`config.mk`:
```
export PLATFORM = sky130hd
export DESIGN_NAME = vga_timing_gen
export DESIGN_NICKNAME = d
export VERILOG_FILES = /design/src/rtl/vga_pkg.sv /design/src/rtl/pixel_tick_gen.sv /design/src/rtl/vga_timing_gen.sv
export SDC_FILE = /design/constraint.sdc
export NUM_CORES = 1
export LEC_CHECK = 0
export BUFFER_PORTS_ARGS = -buffer_cell sky130_fd_sc_hd__buf_4
export CAP_MARGIN = 25
export CORE_MARGIN = 4
export CORE_UTILIZATION = 40
export DETAILED_ROUTE_END_ITERATION = 10
export PLACE_DENSITY_LB_ADDON = 0.2
export SLEW_MARGIN = 10
export SYNTH_ARGS = -nofsm -noshare
export SYNTH_HDL_FRONTEND = slang
export SYNTH_HIERARCHICAL = 1
export SYNTH_SLANG_ARGS = --single-unit
```
`constraint.sdc`:
```
create_clock -name clock -period 1.4 [get_ports clock]
set_input_delay 0.07 -clock clock [delete_from_list [all_inputs] [get_ports clock]]
set_output_delay 0.07 -clock clock [all_outputs]
set_load 0.02 [all_outputs]
```
`src/rtl/vga_pkg.sv`:
```
// -----------------------------------------------------------------------------
// vga_pkg
// Shared constants for the VGA timing generator:
//   - 640x480@60 timing (25.175 MHz pixel clock class)
//   - 800x600@60 timing (40 MHz pixel clock class)
//   - the 8-entry colour-bar table, indexed by bar number, giving {R,G,B}
// -----------------------------------------------------------------------------
package vga_pkg;

    // 640x480 @ 60 Hz
    localparam int VGA640_H_ACTIVE = 640;
    localparam int VGA640_H_FP     = 16;
    localparam int VGA640_H_SYNC   = 96;
    localparam int VGA640_H_BP     = 48;
    localparam int VGA640_V_ACTIVE = 480;
    localparam int VGA640_V_FP     = 10;
    localparam int VGA640_V_SYNC   = 2;
    localparam int VGA640_V_BP     = 33;

    // 800x600 @ 60 Hz
    localparam int SVGA800_H_ACTIVE = 800;
    localparam int SVGA800_H_FP     = 40;
    localparam int SVGA800_H_SYNC   = 128;
    localparam int SVGA800_H_BP     = 88;
    localparam int SVGA800_V_ACTIVE = 600;
    localparam int SVGA800_V_FP     = 1;
    localparam int SVGA800_V_SYNC   = 4;
    localparam int SVGA800_V_BP     = 23;

    // Colour bars: bar b drives R=b[2], G=b[1], B=b[0]
    // (black, blue, green, cyan, red, magenta, yellow, white).
    localparam logic [2:0] BAR_TABLE [8] = '{
        3'b000, 3'b001, 3'b010, 3'b011,
        3'b100, 3'b101, 3'b110, 3'b111
    };

    function automatic logic [2:0] bar_rgb(input logic [2:0] bar);
        return BAR_TABLE[bar];
    endfunction

endpackage

```
`src/rtl/pixel_tick_gen.sv`:
```
// -----------------------------------------------------------------------------
// pixel_tick_gen
// Clock-enable divider: o_pixel_tick is high for one clock out of every
// CLK_DIV clocks (constantly high when CLK_DIV = 1). The first tick appears
// CLK_DIV clocks after reset is released.
// Ports:
//   i_clock      system clock
//   i_reset      asynchronous active-high reset
//   o_pixel_tick registered one-clock pixel enable
// -----------------------------------------------------------------------------
module pixel_tick_gen #(
    parameter int CLK_DIV = 4
) (
    input  logic i_clock,
    input  logic i_reset,
    output logic o_pixel_tick
);

    localparam int DIV_W = (CLK_DIV > 1) ? $clog2(CLK_DIV) : 1;
    localparam logic [DIV_W-1:0] DIV_LAST = DIV_W'(CLK_DIV - 1);

    if (CLK_DIV < 1 || CLK_DIV > 16) begin : g_err_clk_div
        $error("pixel_tick_gen: CLK_DIV must be in 1..16");
    end

    logic [DIV_W-1:0] r_div;
    logic             r_tick;

    // The tick is registered from the terminal count, so it lags the counter
    // by one clock; that lag is what places the first tick CLK_DIV clocks
    // after reset release.
    always_ff @(posedge i_clock or posedge i_reset) begin
        if (i_reset) begin
            r_div  <= '0;
            r_tick <= 1'b0;
        end else begin
            r_tick <= (r_div == DIV_LAST);
            if (r_div == DIV_LAST) begin
                r_div <= '0;
            end else begin
                r_div <= r_div + 1'b1;
            end
        end
    end

    assign o_pixel_tick = r_tick;

endmodule

```
`src/rtl/vga_timing_gen.sv`:
```
// -----------------------------------------------------------------------------
// vga_timing_gen
// VGA raster timing generator with colour-bar test pattern.
// Stage 1: pixel counters x/y advanced on pixel_tick.
// Stage 2: sync and colour registered on pixel_tick, one pixel after the
//          (x,y) they describe.
// Ports:
//   clock, reset          system clock, asynchronous active-high reset
//   test_mode             1 = internal colour bars, 0 = rgb_in
//   rgb_in                external pixel {R,G,B}, sampled when pixel_req
//   x, y                  current counters
//   pixel_req             (x,y) inside the active area
//   pixel_tick            one-clock pixel enable
//   frame_start           pixel_tick at x=0,y=0
//   vgaRed/Green/Blue     colour out (registered)
//   Hsync, Vsync          sync out (registered, level set by SYNC_POL)
// -----------------------------------------------------------------------------
module vga_timing_gen
    import vga_pkg::*;
#(
    parameter int H_ACTIVE   = VGA640_H_ACTIVE,
    parameter int H_FP       = VGA640_H_FP,
    parameter int H_SYNC     = VGA640_H_SYNC,
    parameter int H_BP       = VGA640_H_BP,
    parameter int V_ACTIVE   = VGA640_V_ACTIVE,
    parameter int V_FP       = VGA640_V_FP,
    parameter int V_SYNC     = VGA640_V_SYNC,
    parameter int V_BP       = VGA640_V_BP,
    parameter int CLK_DIV    = 4,
    parameter int COLOR_BITS = 4,
    parameter int SYNC_POL   = 0
) (
    input  logic                                                  clock,
    input  logic                                                  reset,
    input  logic                                                  test_mode,
    input  logic [3*COLOR_BITS-1:0]                               rgb_in,
    output logic [$clog2(H_ACTIVE+H_FP+H_SYNC+H_BP)-1:0]          x,
    output logic [$clog2(V_ACTIVE+V_FP+V_SYNC+V_BP)-1:0]          y,
    output logic                                                  pixel_req,
    output logic                                                  pixel_tick,
    output logic                                                  frame_start,
    output logic [COLOR_BITS-1:0]                                 vgaRed,
    output logic [COLOR_BITS-1:0]                                 vgaGreen,
    output logic [COLOR_BITS-1:0]                                 vgaBlue,
    output logic                                                  Hsync,
    output logic                                                  Vsync
);

    localparam int H_TOTAL  = H_ACTIVE + H_FP + H_SYNC + H_BP;
    localparam int V_TOTAL  = V_ACTIVE + V_FP + V_SYNC + V_BP;
    localparam int X_W      = $clog2(H_TOTAL);
    localparam int Y_W      = $clog2(V_TOTAL);
    localparam int BAR_W    = H_ACTIVE / 8;
    localparam int HS_FIRST = H_ACTIVE + H_FP;
    localparam int HS_LAST  = H_ACTIVE + H_FP + H_SYNC - 1;
    localparam int VS_FIRST = V_ACTIVE + V_FP;
    localparam int VS_LAST  = V_ACTIVE + V_FP + V_SYNC - 1;
    localparam int CW       = COLOR_BITS;

    localparam logic SYNC_ACT = (SYNC_POL != 0);

    // ---------------- parameter legality ----------------
    if (H_ACTIVE < 8 || (H_ACTIVE % 8) != 0) begin : g_err_h_active
        $error("vga_timing_gen: H_ACTIVE must be a non-zero multiple of 8");
    end
    if (H_FP < 1 || H_SYNC < 1 || H_BP < 1) begin : g_err_h_porch
        $error("vga_timing_gen: H_FP, H_SYNC and H_BP must be at least 1");
    end
    if (V_ACTIVE < 1 || V_FP < 1 || V_SYNC < 1 || V_BP < 1) begin : g_err_v
        $error("vga_timing_gen: vertical timing parameters must be at least 1");
    end
    if (CLK_DIV < 1 || CLK_DIV > 16) begin : g_err_clk_div
        $error("vga_timing_gen: CLK_DIV must be in 1..16");
    end
    if (COLOR_BITS < 1) begin : g_err_color_bits
        $error("vga_timing_gen: COLOR_BITS must be at least 1");
    end
    if (SYNC_POL != 0 && SYNC_POL != 1) begin : g_err_sync_pol
        $error("vga_timing_gen: SYNC_POL must be 0 or 1");
    end

    // ---------------- pixel enable ----------------
    logic w_tick;

    pixel_tick_gen #(
        .CLK_DIV (CLK_DIV)
    ) u_pixel_tick_gen (
        .i_clock      (clock),
        .i_reset      (reset),
        .o_pixel_tick (w_tick)
    );

    // ---------------- stage 1: raster counters ----------------
    logic [X_W-1:0] r_x;
    logic [Y_W-1:0] r_y;

    always_ff @(posedge clock or posedge reset) begin
        if (reset) begin
            r_x <= '0;
            r_y <= '0;
        end else if (w_tick) begin
            if (r_x == X_W'(H_TOTAL - 1)) begin
                r_x <= '0;
                if (r_y == Y_W'(V_TOTAL - 1)) begin
                    r_y <= '0;
                end else begin
                    r_y <= r_y + 1'b1;
                end
            end else begin
                r_x <= r_x + 1'b1;
            end
        end
    end

    logic w_pixel_req;
    logic w_hs_on;
    logic w_vs_on;

    assign w_pixel_req = (r_x < X_W'(H_ACTIVE)) && (r_y < Y_W'(V_ACTIVE));
    assign w_hs_on     = (r_x >= X_W'(HS_FIRST)) && (r_x <= X_W'(HS_LAST));
    assign w_vs_on     = (r_y >= Y_W'(VS_FIRST)) && (r_y <= Y_W'(VS_LAST));

    // Bar index by threshold compare instead of a divide: only the active
    // region matters, so b saturates at 7 past the last bar boundary.
    logic [2:0] w_bar;
    always_comb begin
        w_bar = '0;
        for (int i = 1; i < 8; i++) begin
            if (r_x >= X_W'(i * BAR_W)) begin
                w_bar = 3'(i);
            end
        end
    end

    logic [2:0]      w_bar_rgb;
    logic [3*CW-1:0] w_color_next;

    assign w_bar_rgb = bar_rgb(w_bar);

    always_comb begin
        w_color_next = '0;
        if (w_pixel_req) begin
            if (test_mode) begin
                w_color_next = {{CW{w_bar_rgb[2]}}, {CW{w_bar_rgb[1]}}, {CW{w_bar_rgb[0]}}};
            end else begin
                w_color_next = rgb_in;
            end
        end
    end

    // ---------------- stage 2: registered outputs ----------------
    // Reset drives syncs inactive at once, so a reset inside a sync pulse
    // truncates it at the reset edge.
    logic [3*CW-1:0] r_color;
    logic            r_hsync;
    logic            r_vsync;

    always_ff @(posedge clock or posedge reset) begin
        if (reset) begin
            r_color <= '0;
            r_hsync <= ~SYNC_ACT;
            r_vsync <= ~SYNC_ACT;
        end else if (w_tick) begin
            r_color <= w_color_next;
            r_hsync <= w_hs_on ? SYNC_ACT : ~SYNC_ACT;
            r_vsync <= w_vs_on ? SYNC_ACT : ~SYNC_ACT;
        end
    end

    assign x           = r_x;
    assign y           = r_y;
    assign pixel_req   = w_pixel_req;
    assign pixel_tick  = w_tick;
    assign frame_start = (r_x == '0) && (r_y == '0) && w_tick;
    assign vgaRed      = r_color[3*CW-1:2*CW];
    assign vgaGreen    = r_color[2*CW-1:CW];
    assign vgaBlue     = r_color[CW-1:0];
    assign Hsync       = r_hsync;
    assign Vsync       = r_vsync;

endmodule

```
==> flow_metrics.tcl <==
set metrics [dict create \
    status "finished, violations left" \
    violations "negative setup slack" \
    grt_pass1_vias 2046 \
    final_common_cell "buf_4" \
    die_w_um 78.9 \
    pin_count 52 \
    cts-buffers-inserted 5 \
    busiest_layer "met2" \
    grtUsageMet2 0.312 \
    grt_first_pass_wirelength_mm 9.87 \
    die_area_sq_mm 0.00622 \
    final_cell_mix "100 x buf_4, 25 x dfrtp_1, 22 x inv_1" \
    finalCritPeriodShare 1.16 \
    crit_arrival_ns 1.84 \
    syn_area_sq_mm 0.00201 \
    finalMaxSlewViolations 0 \
    critical_path_buf_inv_count 0 \
    synth_edf_count 0 \
    crit_type "reg2reg" \
    cp_top_family "simple AND/OR/NAND/NOR gates" \
    nets 352 \
    critPathSlowestCell "or4_1" \
    grt_overflow 0 \
    dp_hpwl_mm 4.05 \
    synth_area_leader_cell "dfrtp_1" \
    yosysUniqueCellTypes 49 \
    ant_nets 0 \
    grt_max_degree 18 \
    rows 25 \
    firstDrtPassIters 4 \
    drive_gt1_frac 0.568 \
    worst_slack_ns -0.228 \
    maxCapViolCount 0 \
    cp_data_required_time_ns 1.62 \
    power_density_mw_per_mm2 593 \
    detail_route.wl_per_cell_um 15.0 \
    antenna_found_initial 0 \
    ys.flop_type "dfrtp_1" \
    drt_wl_total_mm 5.99 \
    ys.warnings.count 6 \
    area_growth_pct 70.2 \
    clkTransAtPathRegs_ns 0.08 \
    hold_viol_final 0 \
    tns_ns -3.50 \
    crit_fanout 5 \
    holdWs_ns 0.0240 \
    timing.final.setup_violations 28 \
    drc_errors 0 \
    avgViaCountPerCell 5.00 \
    clockBufferDepth 2 \
    drt_iter0_drc 133 \
    slew_headroom 0.729 \
    syn_nets 235 \
    synthArstFlopShare 1.00 \
    cp_cell_sequence "ha_4 > and4_4 > nand4_4 > or4_1 > o21ai_1" \
    tightest_slew_ns 0.406 \
    period_minus_slack_ns 1.63 \
    synth-seq-cells 37 \
    start_kind "flop" \
    placed_area_sq_mm 0.00284 \
    gr-usage-met1 0.275 \
    postSynthAreaPerCell_sq_um 9.34 \
    cpPeakStageDelay_ns 0.48 \
    synthTopCellsByArea "dfrtp_1 44%, inv_1 4.9%, nor2_1 4.3%" \
    cts.htree.levels 2 \
    critPathCaptureType "flop" \
    num_vias 2000 \
    clk_latency_ns 0.29 \
    numPortBuffers 51 \
    use_met3 0.0465 \
    ys_seq_area_frac 0.462 \
    grt_usage 0.201 \
    hold_path.class "in2reg" \
    clock_sinks 37 \
    fin_skew_ns 0.00889 \
    start_util 0.420 \
    synth_top_cell_area_share 0.436 \
    n_antenna_cell 0 \
    max-vdd-ir-drop_mv 0.613 \
    p_leak_nw 1.68 \
    max_freq_mhz 614 \
    rsz0062_at_grt "yes" \
    core_sq_mm 0.00479 \
    synth_cells 215 \
    dp_slack_ns -0.161 \
    die_y_um 78.9 \
    cts_tree "yes" \
    final_area_sq_mm 0.00342 \
    root_buffer "clkbuf_8" \
    gp_congestion 0.853 \
]
-- metrics by stage --
stage	util	total power [mW]	instances
after floorplan	-	1.20	215
after global placement	0.593	1.29	372
after detailed placement	0.593	1.29	372
after CTS	0.683	2.03	394
after global routing	0.714	2.11	400
final	0.714	2.03	400
-- repair_timing --
item	in CTS	in global routing
endpoints found under the hold margin	9	0
hold buffers	1	0
setup buffers	14	6
setup endpoints to repair	25	32
pin swaps	31	12
gates resized for setup	52	23
-- metal layers --
metal / vias to the layer above / routed length [um]
met2: 55 / 2860
met1: 957 / 2720
li1: 982 / -
met5: - / 0
met4: 0 / 77
met3: 6 / 334
-- worst min-delay path, cell delays in order --
cell     delay, ns
buf_4         0.07
nor2_1        0.04
o22ai_2       0.09
-- worst paths after layout --
path                                                      from                                  end  slack [ns]  depth (start not counted)
max                                           x[0]$_DFFE_PP0P_                     y[9]$_DFFE_PP0P_       -0.23                          5
min                                                 rgb_in[11]              r_color[11]$_DFFE_PP0P_        0.02                          3
max reg2reg                                   x[0]$_DFFE_PP0P_                     y[9]$_DFFE_PP0P_       -0.23                          5
min reg2reg                u_pixel_tick_gen/r_div[0]$_DFF_PP0_  u_pixel_tick_gen/r_div[0]$_DFF_PP0_        0.43                          1
max in group asynchronous                                reset               r_color[3]$_DFFE_PP0P_        0.54                          4
min in group asynchronous                                reset  u_pixel_tick_gen/r_div[0]$_DFF_PP0_        0.20                          3
-- logic make-up after synthesis --
group           share of synthesized area
compound gates                      0.145
xor+xnor                           0.0480
simple gates                        0.227
flops                               0.462
fa+ha+maj                          0.0312
buf+inv                            0.0860
-- registers in the layout, summed over array words and instances (netlist names) --
| register | cells |
|---|---|
| x | 10 |
| y | 10 |
| Hsync | 1 |
| Vsync | 1 |
| r_color | 12 |
| u_pixel_tick_gen/o_pixel_tick | 1 |
| u_pixel_tick_gen/r_div | 2 |
-- power by group --
group / switching, mW / leakage [nW] / internal [mW]
logic: 0.101 / 1.18 / 0.0904
clock network: 0.386 / 0.0450 / 0.345
registers: 0.0129 / 0.459 / 1.09
-- synthesized netlist by cell type (2+ instances only) --
cell / count
a21boi_1: 2
a21oi_1: 7
and2_1: 2
and3_1: 3
and4_1: 2
buf_2: 3
buf_4: 2
buf_6: 3
clkbuf_1: 3
dfrtp_1: 35
dfstp_2: 2
ha_1: 5
inv_1: 26
nand2_1: 15
nand2b_1: 2
nand3_1: 5
nand4_1: 6
nor2_1: 23
nor3_1: 5
nor4b_1: 2
o21ai_0: 6
o21ai_1: 8
o22ai_1: 8
o32ai_1: 4
or3_1: 3
xnor2_1: 4
xor2_1: 7
-- cell type report --
class / count / area, sq um
multi-input cells: 141 / 1220
clock buffers: 6 / 72.6
well taps: 67 / 83.8
flip-flops and latches: 37 / 941
fillers: 359 / 1370
inverters: 26 / 97.6
repair buffers: 121 / 995
clock inverters: 2 / 10.0
Note: power is estimated with default switching activity, not from simulation.
